## src/rtl/crc_pkg.sv

```systemverilog
// Shared definitions for the CRC generator/checker family: default widths,
// FSM state encoding and a beat-counter width helper.
package crc_pkg;

  localparam int DATA_W_DEF = 32;
  localparam int CRC_W_DEF  = 5;

  localparam logic [1:0] ST_IDLE = 2'd0;
  localparam logic [1:0] ST_CALC = 2'd1;
  localparam logic [1:0] ST_DONE = 2'd2;

  // Width of a counter that indexes the DATA_W/2 two-bit beats of a message.
  function automatic int beat_cnt_w(input int data_w);
    return (data_w / 2 > 1) ? $clog2(data_w / 2) : 1;
  endfunction

endpackage

```

## src/rtl/crc_step2.sv

```systemverilog
// Combinational CRC update over two message bits (bits[1] first), no reflection.
// Shared by the generator and the checker so both use identical arithmetic.
module crc_step2 #(
  parameter int CRC_W = 5
) (
  input  logic [CRC_W-1:0] rem,
  input  logic [1:0]       bits,
  input  logic [CRC_W-1:0] poly,
  output logic [CRC_W-1:0] rem_next
);

  function automatic logic [CRC_W-1:0] bit_step(
    input logic [CRC_W-1:0] r,
    input logic             b,
    input logic [CRC_W-1:0] p
  );
    logic fb;
    fb = r[CRC_W-1] ^ b;
    return {r[CRC_W-2:0], 1'b0} ^ (fb ? p : {CRC_W{1'b0}});
  endfunction

  logic [CRC_W-1:0] mid_s;

  // Two chained serial steps, MSB of the pair first.
  always_comb begin
    mid_s    = bit_step(rem, bits[1], poly);
    rem_next = bit_step(mid_s, bits[0], poly);
  end

endmodule

```

## src/rtl/crc_check.sv

```systemverilog
// Receive-side CRC checker: captures a message word, its CRC and the generator
// polynomial, recomputes the CRC two bits per clock and reports the syndrome.
module crc_check
  import crc_pkg::*;
#(
  parameter int DATA_W = DATA_W_DEF,
  parameter int CRC_W  = CRC_W_DEF
) (
  input  logic              clk,
  input  logic              reset,
  input  logic [DATA_W-1:0] data_in,
  input  logic [CRC_W-1:0]  crc_in,
  input  logic              data_in_valid,
  output logic              data_in_ready,
  input  logic [CRC_W:0]    poly,
  input  logic              poly_in_valid,
  output logic              poly_in_ready,
  output logic [CRC_W-1:0]  syndrome,
  output logic              crc_ok,
  output logic              outvalid,
  input  logic              outready
);

  localparam int               CNT_W     = beat_cnt_w(DATA_W);
  localparam logic [CNT_W-1:0] LAST_BEAT = CNT_W'(DATA_W / 2 - 1);

  logic [1:0]        state_r,     state_s;
  logic              have_data_r, have_data_s;
  logic              have_poly_r, have_poly_s;
  logic [DATA_W-1:0] data_r,      data_s;
  logic [CRC_W-1:0]  crc_r,       crc_s;
  logic [CRC_W-1:0]  poly_r,      poly_s;
  logic [CRC_W-1:0]  rem_r,       rem_s;
  logic [CNT_W-1:0]  cnt_r,       cnt_s;
  logic              fin_r,       fin_s;
  logic              data_rdy_r,  data_rdy_s;
  logic              poly_rdy_r,  poly_rdy_s;
  logic              outvalid_r,  outvalid_s;
  logic [CRC_W-1:0]  syndrome_r,  syndrome_s;
  logic              crc_ok_r,    crc_ok_s;

  logic              data_cap_s;
  logic              poly_cap_s;
  logic [CRC_W-1:0]  rem_step_s;
  logic              poly_msb_unused_s;

  // The x^CRC_W term of the generator is always present, so its bit is ignored.
  assign poly_msb_unused_s = poly[CRC_W];

  crc_step2 #(.CRC_W(CRC_W)) u_step (
    .rem      (rem_r),
    .bits     (data_r[DATA_W-1 -: 2]),
    .poly     (poly_r),
    .rem_next (rem_step_s)
  );

  // Next-state logic for the capture / compute / report sequence.
  always_comb begin
    state_s     = state_r;
    have_data_s = have_data_r;
    have_poly_s = have_poly_r;
    data_s      = data_r;
    crc_s       = crc_r;
    poly_s      = poly_r;
    rem_s       = rem_r;
    cnt_s       = cnt_r;
    fin_s       = fin_r;
    data_rdy_s  = data_rdy_r;
    poly_rdy_s  = poly_rdy_r;
    outvalid_s  = outvalid_r;
    syndrome_s  = syndrome_r;
    crc_ok_s    = crc_ok_r;
    data_cap_s  = 1'b0;
    poly_cap_s  = 1'b0;

    case (state_r)
      ST_IDLE: begin
        data_cap_s = data_in_valid & data_rdy_r;
        poly_cap_s = poly_in_valid & poly_rdy_r;
        if (data_cap_s) begin
          data_s = data_in;
          crc_s  = crc_in;
        end else begin
          data_s = data_r;
          crc_s  = crc_r;
        end
        if (poly_cap_s) begin
          poly_s = poly[CRC_W-1:0];
        end else begin
          poly_s = poly_r;
        end
        have_data_s = have_data_r | data_cap_s;
        have_poly_s = have_poly_r | poly_cap_s;
        if (have_data_s & have_poly_s) begin
          state_s    = ST_CALC;
          data_rdy_s = 1'b0;
          poly_rdy_s = 1'b0;
          rem_s      = {CRC_W{1'b0}};
          cnt_s      = {CNT_W{1'b0}};
          fin_s      = 1'b0;
        end else begin
          data_rdy_s = ~have_data_s;
          poly_rdy_s = ~have_poly_s;
        end
      end

      ST_CALC: begin
        data_rdy_s = 1'b0;
        poly_rdy_s = 1'b0;
        // One extra cycle after the last beat registers the result.
        if (fin_r) begin
          state_s    = ST_DONE;
          syndrome_s = rem_r ^ crc_r;
          crc_ok_s   = ((rem_r ^ crc_r) == {CRC_W{1'b0}});
          outvalid_s = 1'b1;
          fin_s      = 1'b0;
        end else begin
          rem_s  = rem_step_s;
          data_s = {data_r[DATA_W-3:0], 2'b00};
          cnt_s  = cnt_r + CNT_W'(1);
          fin_s  = (cnt_r == LAST_BEAT);
        end
      end

      ST_DONE: begin
        if (outready) begin
          state_s     = ST_IDLE;
          outvalid_s  = 1'b0;
          data_rdy_s  = 1'b1;
          poly_rdy_s  = 1'b1;
          have_data_s = 1'b0;
          have_poly_s = 1'b0;
        end else begin
          state_s     = ST_DONE;
          outvalid_s  = 1'b1;
        end
      end

      default: begin
        state_s     = ST_IDLE;
        have_data_s = 1'b0;
        have_poly_s = 1'b0;
        data_rdy_s  = 1'b0;
        poly_rdy_s  = 1'b0;
        outvalid_s  = 1'b0;
        fin_s       = 1'b0;
      end
    endcase
  end

  // All state, with asynchronous active-low reset.
  always_ff @(posedge clk or negedge reset) begin
    if (!reset) begin
      state_r     <= ST_IDLE;
      have_data_r <= 1'b0;
      have_poly_r <= 1'b0;
      data_r      <= {DATA_W{1'b0}};
      crc_r       <= {CRC_W{1'b0}};
      poly_r      <= {CRC_W{1'b0}};
      rem_r       <= {CRC_W{1'b0}};
      cnt_r       <= {CNT_W{1'b0}};
      fin_r       <= 1'b0;
      data_rdy_r  <= 1'b0;
      poly_rdy_r  <= 1'b0;
      outvalid_r  <= 1'b0;
      syndrome_r  <= {CRC_W{1'b0}};
      crc_ok_r    <= 1'b0;
    end else begin
      state_r     <= state_s;
      have_data_r <= have_data_s;
      have_poly_r <= have_poly_s;
      data_r      <= data_s;
      crc_r       <= crc_s;
      poly_r      <= poly_s;
      rem_r       <= rem_s;
      cnt_r       <= cnt_s;
      fin_r       <= fin_s;
      data_rdy_r  <= data_rdy_s;
      poly_rdy_r  <= poly_rdy_s;
      outvalid_r  <= outvalid_s;
      syndrome_r  <= syndrome_s;
      crc_ok_r    <= crc_ok_s;
    end
  end

  assign data_in_ready = data_rdy_r;
  assign poly_in_ready = poly_rdy_r;
  assign outvalid      = outvalid_r;
  assign syndrome      = syndrome_r;
  assign crc_ok        = crc_ok_r;

endmodule

```

## config.mk

```make
export PLATFORM = sky130hd
export DESIGN_NAME = crc_check
export DESIGN_NICKNAME = d
export VERILOG_FILES = /design/src/rtl/crc_pkg.sv /design/src/rtl/crc_step2.sv /design/src/rtl/crc_check.sv
export SDC_FILE = /design/constraint.sdc
export NUM_CORES = 1
export LEC_CHECK = 0
export CAP_MARGIN = 10
export CORE_ASPECT_RATIO = 1.75
export CORE_UTILIZATION = 45
export CTS_BUF_LIST = sky130_fd_sc_hd__clkbuf_8
export CTS_CLUSTER_SIZE = 40
export DETAILED_ROUTE_END_ITERATION = 8
export PLACE_DENSITY = 0.7
export SLEW_MARGIN = 20
export SYNTH_ARGS = -nofsm -noshare
export SYNTH_HDL_FRONTEND = slang
export SYNTH_SLANG_ARGS = --single-unit
```

## constraint.sdc

```tcl
create_clock -name clk -period 3.27 [get_ports clk]
set_input_delay 0.327 -clock clk [delete_from_list [all_inputs] [get_ports clk]]
set_output_delay 0.327 -clock clk [all_outputs]
set_load 0.1 [all_outputs]
```

---- Yosys cells after proc, flatten, opt, wreduce, memory -nomap -nowiden ----
Index checks and enable logic that the tools add are counted.
operators by class
  add/sub/neg operators ................... 1
  equal/unequal tests ..................... 8
  mux-type cells .......................... 29
  bitwise gates (word level) .............. 15
  reductions and logical operators ........ 12
operator list
  operator                                                         number
  32-bit 2-to-1 mux                                                2
  32-bit one-hot mux with 2 select lines                           1
  5-bit 2-to-1 mux                                                 4
  5-bit bitwise XOR                                                3
  2-bit AND reduction                                              7
  1-bit one-hot mux with 3 select lines                            4
  2-bit != test, second input constant                             5
  5-bit one-hot mux with 2 select lines                            1
  1-bit 2-to-1 mux                                                 8
  4-bit 2-to-1 mux                                                 2
  4-bit one-hot mux with 2 select lines                            1
  2-bit 2-to-1 mux                                                 3
  2-bit one-hot mux with 3 select lines                            1
  3-bit AND reduction                                              2
  5-bit zero test                                                  1
  1-bit NOT                                                        5
  4-bit by 1-bit adder with 4-bit output, second input constant    1
  4-bit == test, second input constant                             1
  1-bit one-hot mux with 2 select lines                            2
  1-bit bitwise AND                                                3
  2-bit by 1-bit == test with 1-bit output, second input constant  1
  2-bit == test, second input constant                             1
  2-bit zero test                                                  1
  1-bit OR                                                         2
  2 further kinds                                                  3
storage, ports and cells
  flip-flop bits (word level) ............. 65
  input bits .............................. 48
  word-level logic and storage cells ...... 79

---- Logic depth before layout (Yosys ltp) ----
  depth after elaboration ................. 8
  mapped depth ............................ 8

---- Cells and area by module ----
From an unflattened synthesis, not the netlist that was laid out.
unflattened totals
  cells, all modules ...................... 295
  area total of the unflattened synthesis .. 3176.8 um^2
modules (own cells, without submodules)
  module     instances  cells each  area each (um^2)  seq. area each (um^2)
  crc_check  1          264         2956.6            1626.6
  crc_step2  1          31          220.2             0.0

---- Least setup slack after synthesis ----
No wires, ideal clock.
  path kind ............................... register to register
  start ................................... reg poly_rdy_r (netlist: poly_in_ready)
  end ..................................... reg rem_r[2]
  library setup time ...................... 0.126 ns
  arrival time ............................ 2.241 ns
  data required time ...................... 3.144 ns
  setup slack ............................. 0.903 ns
  cell stages (with the launch flop) ...... 6
  buffers on the path ..................... 1
  period minus slack after synthesis ...... 2.367 ns
  cells stage by stage .................... dfrtp_1 > nand2_1 > o2bb2ai_1 > or3_1 > clkbuf_1 > a221o_1
on the way
  longest elaborated chain between the ends .. 5
ends and longest elaborated chain
  item                                  RTL line          source
  from (decl)                           crc_check.sv:37   logic poly_rdy_r, poly_rdy_s;
  from (signal assigned)                crc_check.sv:179  poly_rdy_r <= poly_rdy_s;
  1-bit bitwise AND                     crc_check.sv:79   poly_cap_s = poly_in_valid & poly_rdy_r;
  1-bit OR                              crc_check.sv:93   have_poly_s = have_poly_r | poly_cap_s;
  1-bit bitwise AND                     crc_check.sv:94   if (have_data_s & have_poly_s) begin
  2-bit != test (no source line)        --
  3-bit AND reduction (no source line)  --
  to (signal assigned)                  crc_check.sv:160  rem_r <= {CRC_W{1'b0}};
  to (signal assigned)                  crc_check.sv:175  rem_r <= rem_s;
  to (decl)                             crc_check.sv:33   logic [CRC_W-1:0] rem_r, rem_s;
No other way between the ends.
A chain may end at the register's enable or synchronous reset.

---- Final worst setup path ----
  start ................................... reg state_r[0]
  end ..................................... reg cnt_r[0]
on the way
  longest elaborated chain between the ends .. 3
  elaborated cells between the ends (all ways) .. 7
ends and longest elaborated chain
  item                                                                                RTL line          source
  from (decl)                                                                         crc_check.sv:27   logic [1:0] state_r, state_s;
  from (signal assigned)                                                              crc_check.sv:169  state_r <= state_s;
  2-bit by 1-bit == test with 1-bit output / 2-bit zero test (equally long branches)  crc_check.sv:76   case (state_r)
  2-bit != test (no source line) / 2-bit nonzero test (equally long branches)         --
  3-bit AND reduction (no source line)                                                --
  to (signal assigned)                                                                crc_check.sv:161  cnt_r <= {CNT_W{1'b0}};
  to (signal assigned)                                                                crc_check.sv:176  cnt_r <= cnt_s;
  to (decl)                                                                           crc_check.sv:34   logic [CNT_W-1:0] cnt_r, cnt_s;
Parallel ways exist; a longest one is shown, timed or not.

==> impl_metrics.yaml <==
timing:
  period_share: 0.7181
  finClkSkew_ns: 0.006485
  slew_headroom: 0.3502
  setup_viol: 0
  hold_viol: 0
  fmax_ghz: 0.4259
  rsz0062_at_grt: "no"
  fin_crit_ns: 2.348
  tightest_slew_ns: 0.9717
  hold_ws_ns: 0.4776
  tns_ns: 0
  maxSlewViolCount: 0
finish:
  antenna_cells: 0
  regArea_um2: 1627
  nets: 414
  multi_input_area_um2: 1493
  fillers: 611
  final_util: 0.5783
  syn_to_final_growth_pct: 24.42
  drive_above_1_share: 0.08493
  final-instance-count-excl-fill: 449
synthesis:
  yosysWarnings: 0
  postSynthCellCount: 307
  yosysTopAreaCell: "dfrtp_1"
  synth_flop_cell: "dfrtp_1"
  yosysMostFrequentCell: "dfrtp_1"
  syn-num-nets: 359
  synth_area_leaders: "dfrtp_1 51%, mux2i_1 10%, a21oi_1 5.7%, nor2_1 4.8%, mux2_2 3.9%"
  ys_seq_area_frac: 0.5104
  ys_seq_elements: 65
  synth_top_area_frac: 0.5104
  synth-edff-count: 0
  syn_area_um2: 3187
  ys_types: 40
  syn_area_per_cell_um2: 10.38
  synthArstFlopShare: 1.000
  synthTopCellsByCount: "65 x dfrtp_1, 41 x nor2_1, 36 x a21oi_1"
drt:
  firstDrtPassIters: 5
  post_drt_wl_per_cell_um: 14.38
  routed_wirelength_um: 6457
  initialDrtViolationCount: 88
  ant_nets: 0
  via_count: 2428
  drc: 0
  via_per_inst: 5.408
cts:
  post-cts-setup-buffers: 0
  cts_resized: 0
  cts_tree: "built"
  cts.sinks: 65
  insertion_delay_ns: 0.34
  cts_inserted_buffers: 9
  clkSlewWorstSetupHoldPaths_ns: 0.07
  cts_hold_buf: 1
  cts_root_buffer: "clkbuf_8"
  ctsLongestPathBuffers: 2
  cts_max_level: 3
grt:
  grtUsageTotal: 0.2022
  antenna_found_initial: 0
  grt_pass1_wl_um: 11270
  first_global_vias: 2526
  grt_max_degree: 65
  overflow: 0
pwr:
  peakVddDrop_uv: 569.4
  p_leak_nw: 1.642
  power_density_nw_per_um2: 973.6
floorplan:
  rows: 40
  die_w_um: 65.62
  dieHeight_um: 113.3
  ioPinCount: 57
  initial_core_util: 0.4648
  die-area_um2: 7436
  core_area_um2: 6857
run_status:
  status: "finished clean"
critical_path:
  cp_data_required_time_ns: 3.55
  endpoint_kind: "register"
  cp-start-kind: "register"
  worstSetupPathType: "reg -> reg"
  crit_fanout: 11
  cp.arrival_ns: 2.63
placed_design:
  place_inst: 434
  portBuffers: 55
  gp_congestion: 0.8271
  hpwlAfterDp_um: 4655
min_path:
  worst_hold_path_type: "reg -> reg"
flow_run:
  cap_violations: 0
[state kept, by name, summed over array words and instances (netlist names), 2 cells and up]
register / count
state_r: 2
cnt_r: 4
poly_r: 5
data_r: 32
syndrome: 5
rem_r: 5
crc_r: 5
[power breakdown]
| group | internal (mW) | switching (mW) |
|---|---|---|
| clock | 0.254 | 0.281 |
| combinational | 0.799 | 1.10 |
| sequential | 1.15 | 0.272 |
[layer usage]
layer | vias up | GRT usage | routed length [um]
met4 | 0 | 0.09710 | 180
met2 | 46 | 0.3381 | 3424
met3 | 16 | 0.07359 | 272
met5 | - | 0 | 0
met1 | 1171 | 0.2216 | 2580
li1 | 1195 | - | -
[worst max-delay path, stage by stage, from the launching register on]
cell and delay (ns):
dfrtp_1 0.40, inv_1 0.12, ha_1 0.44, a21bo_2 0.28, o2bb2ai_1 0.48, or3_1 0.35
mux2_2 0.20
[final cells by class]
type,instances,area share
Timing Repair Buffer,59,0.1458
Clock buffer,9,0.03124
Tap cell,84,0.02651
Inverter,5,0.004733
Multi-Input combinational cell,222,0.3765
Sequential cell,65,0.4102
Clock inverter,5,0.005049
[final timing paths]
check / from / endpoint / slack, ns / depth (start not counted)
min in group asynchronous: reset / poly_r[2]$_DFFE_PN0P_ / 0.50 / 2
worst max register to register: state_r[0]$_DFFE_PN0P_ / cnt_r[0]$_DFFE_PN0P_ / 0.92 / 6
worst max-delay path: state_r[0]$_DFFE_PN0P_ / cnt_r[0]$_DFFE_PN0P_ / 0.92 / 6
worst min-delay path: syndrome[4]$_DFFE_PN0P_ / syndrome[4]$_DFFE_PN0P_ / 0.48 / 2
worst min register to register: syndrome[4]$_DFFE_PN0P_ / syndrome[4]$_DFFE_PN0P_ / 0.48 / 2
max in group asynchronous: reset / data_r[18]$_DFFE_PN0P_ / 1.86 / 3
[per-stage QoR]
stage                     area (um2)  setup WS (ns)  total power, mW
after floorplan                 3187         0.9029            2.903
after global placement          3811          1.022            3.277
after detailed placement        3811         0.9620            3.354
after CTS                       3965         0.9618            3.898
after global routing            3965         0.7264            4.216
final                           3965         0.9219            3.860
[cell usage in the layout (no fill, tap or decap), types with 9 or more instances in the layout]
| master | Yosys | final |
|---|---|---|
| clkbuf_8 | 0 | 9 |
| nor2_1 | 41 | 41 |
| o21ai_0 | 14 | 14 |
| dfrtp_1 | 65 | 65 |
| mux2i_1 | 33 | 33 |
| nand2_1 | 18 | 18 |
| a21oi_1 | 36 | 36 |
| xnor2_1 | 11 | 11 |
| inv_1 | 5 | 9 |
| clkdlybuf4s50_1 | 0 | 54 |
| mux2_2 | 11 | 11 |
[cells by family after synthesis]
| logic type | count (synthesis) | synth area share |
|---|---|---|
| and+or+nand+nor | 88 | 0.1252 |
| DFF | 65 | 0.5104 |
| muxes | 44 | 0.1425 |
| xor gates and xnor gates | 13 | 0.03809 |
| buffers and inverters | 20 | 0.02434 |
| adders and majority gates | 4 | 0.01571 |
| AOI/OAI and AO/OA | 73 | 0.1437 |
Power figures use the tool's default switching activity.
